[src/rtl/pulse_sched.sv]
// Level-to-pulse scheduler: counts rising edges per channel and issues
// round-robin single-cycle pulses separated by a guard gap.
module pulse_sched #(
  parameter int N_REQ   = 4,
  parameter int CNT_W   = 3,
  parameter int GAP_CYC = 2
) (
  input  logic             i_clk,
  input  logic             i_rst,
  input  logic             i_en,
  input  logic [N_REQ-1:0] i_lvl_req,
  input  logic             i_ovf_clr,
  output logic [N_REQ-1:0] o_pulse,
  output logic             o_busy,
  output logic [N_REQ-1:0] o_pend,
  output logic [N_REQ-1:0] o_ovf
);

  localparam int PW = $clog2(N_REQ);
  localparam logic [3:0] GAP_LD =
    4'((GAP_CYC > 0) ? GAP_CYC - 1 : 0);

  typedef enum logic [1:0] {
    IDLE,
    ISSUE,
    GAP
  } state_t;

  state_t           state, state_nxt;
  logic [N_REQ-1:0] stg0, stg1, edg;
  logic [N_REQ-1:0] dec, ovf_set, pulse_d;
  logic [CNT_W-1:0] cnt [N_REQ];
  logic [PW-1:0]    ptr, win;
  logic [3:0]       gap_cnt;
  logic             any, go;

  assign edg = stg0 & ~stg1;
  assign go  = (state == IDLE) && i_en && any;

  // first nonzero channel searching upward from ptr+1
  always_comb begin
    int idx;
    idx = 0;
    win = ptr;
    any = 1'b0;
    for (int k = 1; k <= N_REQ; k++) begin
      idx = (int'(ptr) + k) % N_REQ;
      if (!any && cnt[PW'(idx)] != '0) begin
        any = 1'b1;
        win = PW'(idx);
      end
    end
  end

  always_comb begin
    dec     = '0;
    ovf_set = '0;
    o_pend  = '0;
    for (int i = 0; i < N_REQ; i++) begin
      dec[i]     = go && (win == PW'(i));
      ovf_set[i] = edg[i] && !dec[i] && (&cnt[i]);
      o_pend[i]  = (cnt[i] != '0);
    end
  end

  always_ff @(posedge i_clk) begin
    if (i_rst) state <= IDLE;
    else       state <= state_nxt;
  end

  always_comb begin
    state_nxt = state;
    unique case (state)
      IDLE:    if (go) state_nxt = ISSUE;
      ISSUE:   state_nxt = (GAP_CYC > 0) ? GAP : IDLE;
      GAP:     if (gap_cnt == '0) state_nxt = IDLE;
      default: state_nxt = IDLE;
    endcase
  end

  always_comb begin
    o_busy  = (state != IDLE);
    pulse_d = '0;
    if (go) pulse_d[win] = 1'b1;
  end

  always_ff @(posedge i_clk) begin
    if (i_rst) begin
      stg0    <= '0;
      stg1    <= '0;
      ptr     <= PW'(N_REQ - 1);
      gap_cnt <= '0;
      o_pulse <= '0;
      o_ovf   <= '0;
      for (int i = 0; i < N_REQ; i++) cnt[i] <= '0;
    end else begin
      stg0    <= i_lvl_req;
      stg1    <= stg0;
      o_pulse <= pulse_d;
      if (go) ptr <= win;
      if (state == ISSUE)      gap_cnt <= GAP_LD;
      else if (gap_cnt != '0)  gap_cnt <= gap_cnt - 1'b1;
      // a set in the same cycle beats the clear
      o_ovf <= ovf_set | (o_ovf & ~{N_REQ{i_ovf_clr}});
      for (int i = 0; i < N_REQ; i++) begin
        if (edg[i] && !dec[i] && !(&cnt[i]))
          cnt[i] <= cnt[i] + 1'b1;
        else if (dec[i] && !edg[i])
          cnt[i] <= cnt[i] - 1'b1;
      end
    end
  end

endmodule
[config.mk]
export PLATFORM = sky130hd
export DESIGN_NAME = pulse_sched
export DESIGN_NICKNAME = d
export VERILOG_FILES = /design/src/rtl/pulse_sched.sv
export SDC_FILE = /design/constraint.sdc
export NUM_CORES = 1
export LEC_CHECK = 0
export BUFFER_PORTS_ARGS = -buffer_cell sky130_fd_sc_hd__buf_2
export CAP_MARGIN = 20
export CORE_MARGIN = 5
export CORE_UTILIZATION = 59
export DETAILED_ROUTE_END_ITERATION = 8
export GPL_ROUTABILITY_DRIVEN = 0
export PLACE_DENSITY = 0.79
export SKIP_CTS_REPAIR_TIMING = 1
export SYNTH_ARGS = -nofsm -noshare
export SYNTH_HDL_FRONTEND = slang
export SYNTH_SLANG_ARGS = --single-unit
[constraint.sdc]
create_clock -name i_clk -period 4.63 [get_ports i_clk]
set_input_delay 0.6945 -clock i_clk [delete_from_list [all_inputs] [get_ports i_clk]]
set_output_delay 0.6945 -clock i_clk [all_outputs]
set_load 0.02 [all_outputs]
==> results of run 1 <==
-- layer usage --
layer / share of wire [%] / vias up / wire length, um
li1: - / 872 / -
met1: 46 / 849 / 2070
met2: 48 / 48 / 2120
met3: 4.7 / 7 / 212
met4: 1.4 / 0 / 63
met5: 0 / - / 0
-- cell usage in the layout (no fill, tap or decap), types with 2 or more instances in the layout --
| master | count |
|---|---|
| sky130_fd_sc_hd__buf_2 | 20 |
| sky130_fd_sc_hd__bufinv_16 | 2 |
| sky130_fd_sc_hd__nor3_4 | 2 |
| sky130_fd_sc_hd__a41oi_1 | 3 |
| sky130_fd_sc_hd__nor3_1 | 12 |
| sky130_fd_sc_hd__mux4_2 | 3 |
| sky130_fd_sc_hd__a221oi_1 | 3 |
| sky130_fd_sc_hd__mux2_2 | 4 |
| sky130_fd_sc_hd__nand2b_1 | 6 |
| sky130_fd_sc_hd__clkbuf_8 | 6 |
| sky130_fd_sc_hd__nand3_1 | 12 |
| sky130_fd_sc_hd__xnor2_1 | 6 |
| sky130_fd_sc_hd__nor4_1 | 4 |
| sky130_fd_sc_hd__and3_1 | 6 |
| sky130_fd_sc_hd__ha_1 | 6 |
| sky130_fd_sc_hd__mux2i_1 | 5 |
| sky130_fd_sc_hd__a41o_1 | 2 |
| sky130_fd_sc_hd__inv_1 | 14 |
| sky130_fd_sc_hd__or3_1 | 3 |
| sky130_fd_sc_hd__edfxtp_1 | 12 |
| sky130_fd_sc_hd__inv_2 | 3 |
| sky130_fd_sc_hd__o211ai_1 | 2 |
| sky130_fd_sc_hd__and2_1 | 3 |
| sky130_fd_sc_hd__nand2_1 | 9 |
| sky130_fd_sc_hd__o21ai_0 | 7 |
| sky130_fd_sc_hd__nor4b_1 | 4 |
| sky130_fd_sc_hd__nand4_1 | 4 |
| sky130_fd_sc_hd__nor2_1 | 18 |
| sky130_fd_sc_hd__nand3b_1 | 2 |
| sky130_fd_sc_hd__fa_1 | 3 |
| sky130_fd_sc_hd__a21oi_1 | 4 |
| sky130_fd_sc_hd__nor2b_1 | 12 |
| sky130_fd_sc_hd__dfxtp_1 | 26 |
-- layout make-up --
cell class | instances | area [sq um] | share of cell area, %
clock buffers | 6 | 82.6 | 3.31
clock inverters | 2 | 60.1 | 2.41
inverters | 17 | 63.8 | 2.56
repair buffers | 20 | 100 | 4.02
flip-flops and latches | 38 | 881 | 35.3
well taps | 48 | 60.1 | 2.41
multi-input cells | 165 | 1240 | 49.9
-- power groups by stage --
stage                     registers (mW)  clock network [mW]  logic [mW]
after floorplan                    0.477                   0       0.415
after global placement             0.491                   0       0.472
after detailed placement           0.493                   0       0.489
after CTS                          0.488               0.351       0.494
after global routing               0.500               0.369       0.558
final                              0.490               0.345       0.492
-- stage by stage --
step | cells | total power [mW]
after floorplan | 231 | 0.892
after global routing | 296 | 1.43
after detailed placement | 288 | 0.982
after global placement | 288 | 0.964
after CTS | 296 | 1.33
final | 296 | 1.33
-- path summary, 6_finish.rpt --
kind / endpoint / slack (ns) / cells after the start
worst max-delay path: cnt[1][2]$_SDFFCE_PN0P_ / 0.99 / 10
worst min-delay path: o_ovf[0]$_SDFF_PP0_ / 0.45 / 2
worst max register to register: cnt[1][2]$_SDFFCE_PN0P_ / 0.99 / 10
worst min register to register: o_ovf[0]$_SDFF_PP0_ / 0.45 / 2
-- registers in the layout, indices dropped and copies added (netlist names), named ones only --
| register | count |
|---|---|
| cnt | 12 |
| gap_cnt | 4 |
| o_ovf | 4 |
| o_pulse | 4 |
| stg0 | 4 |
| stg1 | 4 |
| ptr | 2 |
| state | 2 |
-- worst reg2reg max path: cells and delay by family, from the launching register on --
kind	cells	cell delay, ns
AO/OA/AOI/OAI	3	0.77
flip-flops	1	0.47
adder cells (fa/ha/maj)	1	0.38
AND/OR/NAND/NOR	5	1.59
XOR/XNOR	1	0.19
-- cell families (layout without fill, tap and decap cells) --
kind of cell    after synthesis  after routing  share of synthesized area (%)
compound gates               36             36                           13.3
buf+inv                      28             45                           5.77
xor+xnor                      6              6                           2.33
flops                        38             38                           39.0
mux                          13             13                           7.88
fa+ha+maj                     9              9                           5.99
simple gates                101            101                           25.7
==> out/qor.csv, run 1 <==
metric;value;unit
power_switching;0.472;mW
final.fill_count;306;
timing.setup.tns;0;ns
synth-seq-cells;38;
core;3690;sq um
synth-edff-count;12;
worst-endpoint-required;4.68;ns
dpl.hpwl;3140;um
clkLatencyLatePin;0.29;ns
synth_top_area_share;23.1;%
post_synthesis_async_set_or_reset_flop_share;0;%
post_drt_via_cell_ratio;6.00;
reg2reg_from;cnt[3][2]$_DFFE_PP_;
final.hold.worst_slack;0.453;ns
die-height;71.8;um
globalRouteTotalUtil;19.0;%
via_count_of_the_first_global_routing_pass;1687;
timing.critical_path.arrival;3.69;ns
critical_path_cell_sequence;nor3_1, a221oi_1, a211oi_2, nand3_1, or3_1, fa_1, xnor2_1, nor3_1, and4_1, a41o_1;
timing.final.hold_violations;0;
ir_drop;0.239;mV
max-clock-path-buffers;2;
status;finished, final reports clean;
slew_headroom;49.5;%
worst_hold_startpoint;o_ovf[0]$_SDFF_PP0_;
rsz0062_at_grt;no;
setup_viol;0;
numPortBuffers;20;
postSynthCellCount;231;
detailed_place.area;2350;sq um
critical_path_class;flop to flop;
initial_utilization;61.2;%
share_clk_of_total_power;26.0;%
timing.critical_path.max_delay_family;simple AND/OR/NAND/NOR gates;
post_synth.cell_area_avg;9.77;sq um
cpMostUsedCell;sky130_fd_sc_hd__nor3_1;
drive_above_1_share;19.0;%
grt_use_met2;28.9;%
floorplan.die_area;5160;sq um
finalCoreUtilization;67.6;%
clock_skew;0.00891;ns
antenna_cells;0;
synth_largest_area_cell;sky130_fd_sc_hd__dfxtp_1;
power.combinational.fraction;37.1;%
fp-row-count;22;
final_max_slew_viol_count;0;
power_report.internal_total;0.853;mW
clkSinkCount;38;
drt-pass1-iter-count;5;
maxCapViolations;0;
syn2layout_area_growth;10.5;%
met3_usage;4.49;%
total_leakage_power;1.02;nW
detail_route.iter0.violations;204;
timing.final.crit_share;78.6;%
grt_pass1_wl;7810;um
clock_tree.htree_level_count;2;
synth-warning-count;0;
timing.fmax;275;MHz
post_drt_wl_per_cell;15.1;um
clk_pin_slew_worst_setup_hold_paths;0.08;ns
grt.busiest_layer;met2;
finalCriticalPeriod;3.64;ns
post_synth_most_frequent_cells;sky130_fd_sc_hd__dfxtp_1, sky130_fd_sc_hd__nor2_1, sky130_fd_sc_hd__inv_1;
share_of_the_yosys_chip_area_belonging_to_registers;39.0;%
clock_tree_from_tritoncts;yes;
final_design_area_no_fill;2490;sq um
vias;1776;
overflow;0;
yosysUniqueCellTypes;54;
worstMarginPinSlew;0.757;ns
totalWireLength;4470;um
worstSetupEndpointType;flop;
synth.most_common_cell;sky130_fd_sc_hd__dfxtp_1;
synth_ff_type;sky130_fd_sc_hd__dfxtp_1;
dieWidth;71.8;um
synth.top_cells.by_area;sky130_fd_sc_hd__dfxtp_1, sky130_fd_sc_hd__edfxtp_1, sky130_fd_sc_hd__ha_1;
netlist_area;2260;sq um
grt_max_degree;42;
grt_antenna_before_repair;0;
swShare;35.6;%
numCtsBuffers;5;
postSynthNetCount;248;
hold_path_class;flop to flop;
final.setup.worst_slack;0.989;ns
nNetsFinal;264;
residual_drc_count;0;
p_per_area;532;nW/um^2
ioPinCount;21;
cpMaxStageDelayCell;sky130_fd_sc_hd__nor3_1;
critPathMaxStageDelay;0.55;ns
met1_layer_usage_reported_by_global_route;26.3;%
drt.antenna.violating_nets;0;
detailedPlace.worstSlack;1.06;ns
total_buffers_and_inverters_traversed_by_the_critical_path;0;
critical_path.startpoint;cnt[3][2]$_DFFE_PP_;
clockRootBuffer;sky130_fd_sc_hd__clkbuf_8;
timing.critical_path.fanout_max;7;
setup.worst_path.start_class;flop;
power.share.sequential;36.9;%
Note: power is estimated with default switching activity, not from simulation.
==> inputs of run 2 (changes only) <==
--- a/config.mk
+++ b/config.mk
@@ -8,10 +8,10 @@
 export BUFFER_PORTS_ARGS = -buffer_cell sky130_fd_sc_hd__buf_2
 export CAP_MARGIN = 20
 export CORE_MARGIN = 5
-export CORE_UTILIZATION = 59
+export CORE_UTILIZATION = 53
 export DETAILED_ROUTE_END_ITERATION = 8
 export GPL_ROUTABILITY_DRIVEN = 0
-export PLACE_DENSITY = 0.79
+export PLACE_DENSITY = 0.75
 export SKIP_CTS_REPAIR_TIMING = 1
 export SYNTH_ARGS = -nofsm -noshare
 export SYNTH_HDL_FRONTEND = slang
==> constraint.sdc (replaced) <==
create_clock -name i_clk -period 3.1 [get_ports i_clk]
set_input_delay 0.465 -clock i_clk [delete_from_list [all_inputs] [get_ports i_clk]]
set_output_delay 0.465 -clock i_clk [all_outputs]
set_load 0.02 [all_outputs]
==> run 2 against run 1 <==
  * Die area increased by 9.7%
  * Setup slack worse by 0.95 ns
  * Global-route usage decreased by 0.83 points
  * Sequential power up 46%
  * Via count grew 4.8%
  * Critical path depth shrank 2
  * Total power grew 51%
  * Combinational power grew 89%
  * Clock power is 3% higher
  * Design area increased by 8.9%
  * Utilization fell by 0.69 points
==> out/qor.csv, run 2 (synthesis gave the netlist of run 1 again) <==
metric;value;unit;change
status;finished, final reports clean;;
antenna_cells;0;;unchanged
setup.worst_path.start_class;flop;;
cpMostUsedCell;sky130_fd_sc_hd__or3_4;;
floorplan.die_area;5660;sq um;+9.7%
critPathMaxStageDelay;0.51;ns;-0.04 ns
clock_skew;0.0132;ns;+0.00430 ns
fp-row-count;23;;+4.5%
timing.rr.end;cnt[1][1]$_SDFFCE_PN0P_;;
timing.critical_path.arrival;3.23;ns;-0.46 ns
nNetsFinal;288;;+9.1%
post_drt_via_cell_ratio;5.78;;-3.7%
setup_viol;0;;unchanged
drt-pass1-iter-count;4;;-1
total_buffers_and_inverters_traversed_by_the_critical_path;0;;unchanged
clkSinkCount;38;;unchanged
clkLatencyLatePin;0.30;ns;about the same
dpl.hpwl;3360;um;+7.2%
grt_pass1_wl;7820;um;about the same
detail_route.iter0.violations;139;;-32%
hold_path_class;primary input to flop;;
initial_utilization;55.6;%;-5.6 points
worstHoldEndpoint;stg0[3]$_SDFF_PP0_;;
largest_register_ff_count;12;;unchanged
cpMaxStageDelayCell;sky130_fd_sc_hd__mux4_2;;
total_leakage_power;1.14;nW;+11%
die-height;75.2;um;+4.7%
worst-r2r-setup-slack;0.04;ns;-0.95 ns
clockRootBuffer;sky130_fd_sc_hd__clkbuf_8;;
overflow;0;;unchanged
slew_headroom;66.9;%;+17 points
timing.fmax;327;MHz;+19%
worst-endpoint-required;3.27;ns;-1.41 ns
final_max_slew_viol_count;0;;unchanged
place_inst;307;;+6.6%
maxCapViolations;0;;unchanged
grt_max_degree;28;;-33%
critical_path_cell_sequence;or3_4, mux4_2, a211o_4, nand3_2, or3_4, fa_2, nor4_2, mux2_2;;
globalRouteTotalUtil;18.2;%;-0.83 points
mostFrequentLayoutCell;sky130_fd_sc_hd__dfxtp_1;;
timing.critical_path.fanout_max;7;;unchanged
final.setup.worst_slack;0.0387;ns;-0.951 ns
timing.final.crit_share;98.8;%;+20 points
registers.top_by_ff_count;cnt;;
critical_path.startpoint;cnt[3][1]$_DFFE_PP_;;
core;4060;sq um;+10%
dieWidth;75.2;um;+4.7%
finalCriticalPeriod;3.06;ns;-0.579 ns
drt.antenna.violating_nets;0;;unchanged
reg2reg_from;cnt[3][1]$_DFFE_PP_;;
syn2layout_area_growth;20.3;%;
worst_hold_startpoint;i_lvl_req[3];;
clock_tree.htree_level_count;2;;unchanged
path_depth_of_the_worst_reg2reg_path;8;;-2
seq_area;881;sq um;unchanged
max-clock-path-buffers;2;;unchanged
timing.setup.tns;0;ns;unchanged
ir_drop;0.289;mV;+21%
worstSetupEndpointType;flop;;
final-instance-count-excl-fill;322;;+8.8%
totalWireLength;4670;um;+4.5%
p_per_area;738;nW/um^2;+39%
numCtsBuffers;5;;unchanged
layout.cells.most_common_list;sky130_fd_sc_hd__dfxtp_1, sky130_fd_sc_hd__buf_4, sky130_fd_sc_hd__buf_2;;
drive_above_1_share;32.0;%;+13 points
residual_drc_count;0;;unchanged
vias;1861;;+4.8%
via_count_of_the_first_global_routing_pass;1692;;+0.30%
clk_pin_slew_worst_setup_hold_paths;0.08;ns;about the same
clock_tree_from_tritoncts;yes;;
ioPinCount;21;;unchanged
worstMarginPinSlew;0.492;ns;-0.265 ns
timing.critical_path.max_delay_family;simple AND/OR/NAND/NOR gates;;
timing.final.hold_violations;0;;unchanged
rsz0062_at_grt;yes;;
multi_input_area;1330;sq um;+6.9%
grt_antenna_before_repair;0;;unchanged
detailedPlace.worstSlack;0.0241;ns;-1.04 ns
critical_path_class;flop to flop;;
final.fill_count;317;;+3.6%
numPortBuffers;20;;unchanged
hold-path-cell-count;2;;unchanged
post_drt_wl_per_cell;14.5;um;-3.9%
-- run 2: report_power, final --
part	switching [mW]	leakage, nW	internal (mW)
registers	0.0942	0.342	0.620
clock network	0.178	0.0472	0.179
logic	0.494	0.747	0.438
-- run 2: through the flow --
| step | power (mW) | area (sq um) | utilization (%) | hold WS, ns |
|---|---|---|---|---|
| CTS | 1.91 | 2580 | 63.6 | 0.371 |
| floorplan | 1.33 | 2260 | - | 0.453 |
| finish | 2.00 | 2710 | 66.9 | 0.375 |
| detailed placement | 1.55 | 2480 | 61.2 | 0.454 |
| global route | 2.15 | 2710 | 66.9 | 0.368 |
| global placement | 1.53 | 2480 | 61.2 | 0.435 |
-- run 2: final cells by class --
cell class	instances	area share [%]
multi-input combinational	165	49.1
tap	50	2.31
timing repair buffer	44	10.3
sequential	38	32.5
inverter	17	2.35
clock buffer	6	3.04
clock inverter	2	0.461
-- run 2: metal layers --
metal | track usage [%] | up-vias | routed length, um
met5 | 0 | - | 0
met4 | 6.99 | 0 | 95
met3 | 4.54 | 11 | 299
met2 | 27.6 | 54 | 2160
met1 | 25.1 | 875 | 2110
li1 | - | 921 | -
-- run 2: worst max path at each step --
stage | slack (ns) | cells past startpoint | end
floorplan | 0.03 | 10 | cnt[1][2]$_SDFFCE_PN0P_
global placement | 0.06 | 10 | cnt[1][2]$_SDFFCE_PN0P_
detailed placement | 0.02 | 10 | cnt[1][2]$_SDFFCE_PN0P_
CTS | -0.02 | 10 | cnt[1][2]$_SDFFCE_PN0P_
global route | -0.03 | 9 | cnt[2][1]$_SDFFCE_PN0P_
finish | 0.04 | 8 | cnt[1][1]$_SDFFCE_PN0P_
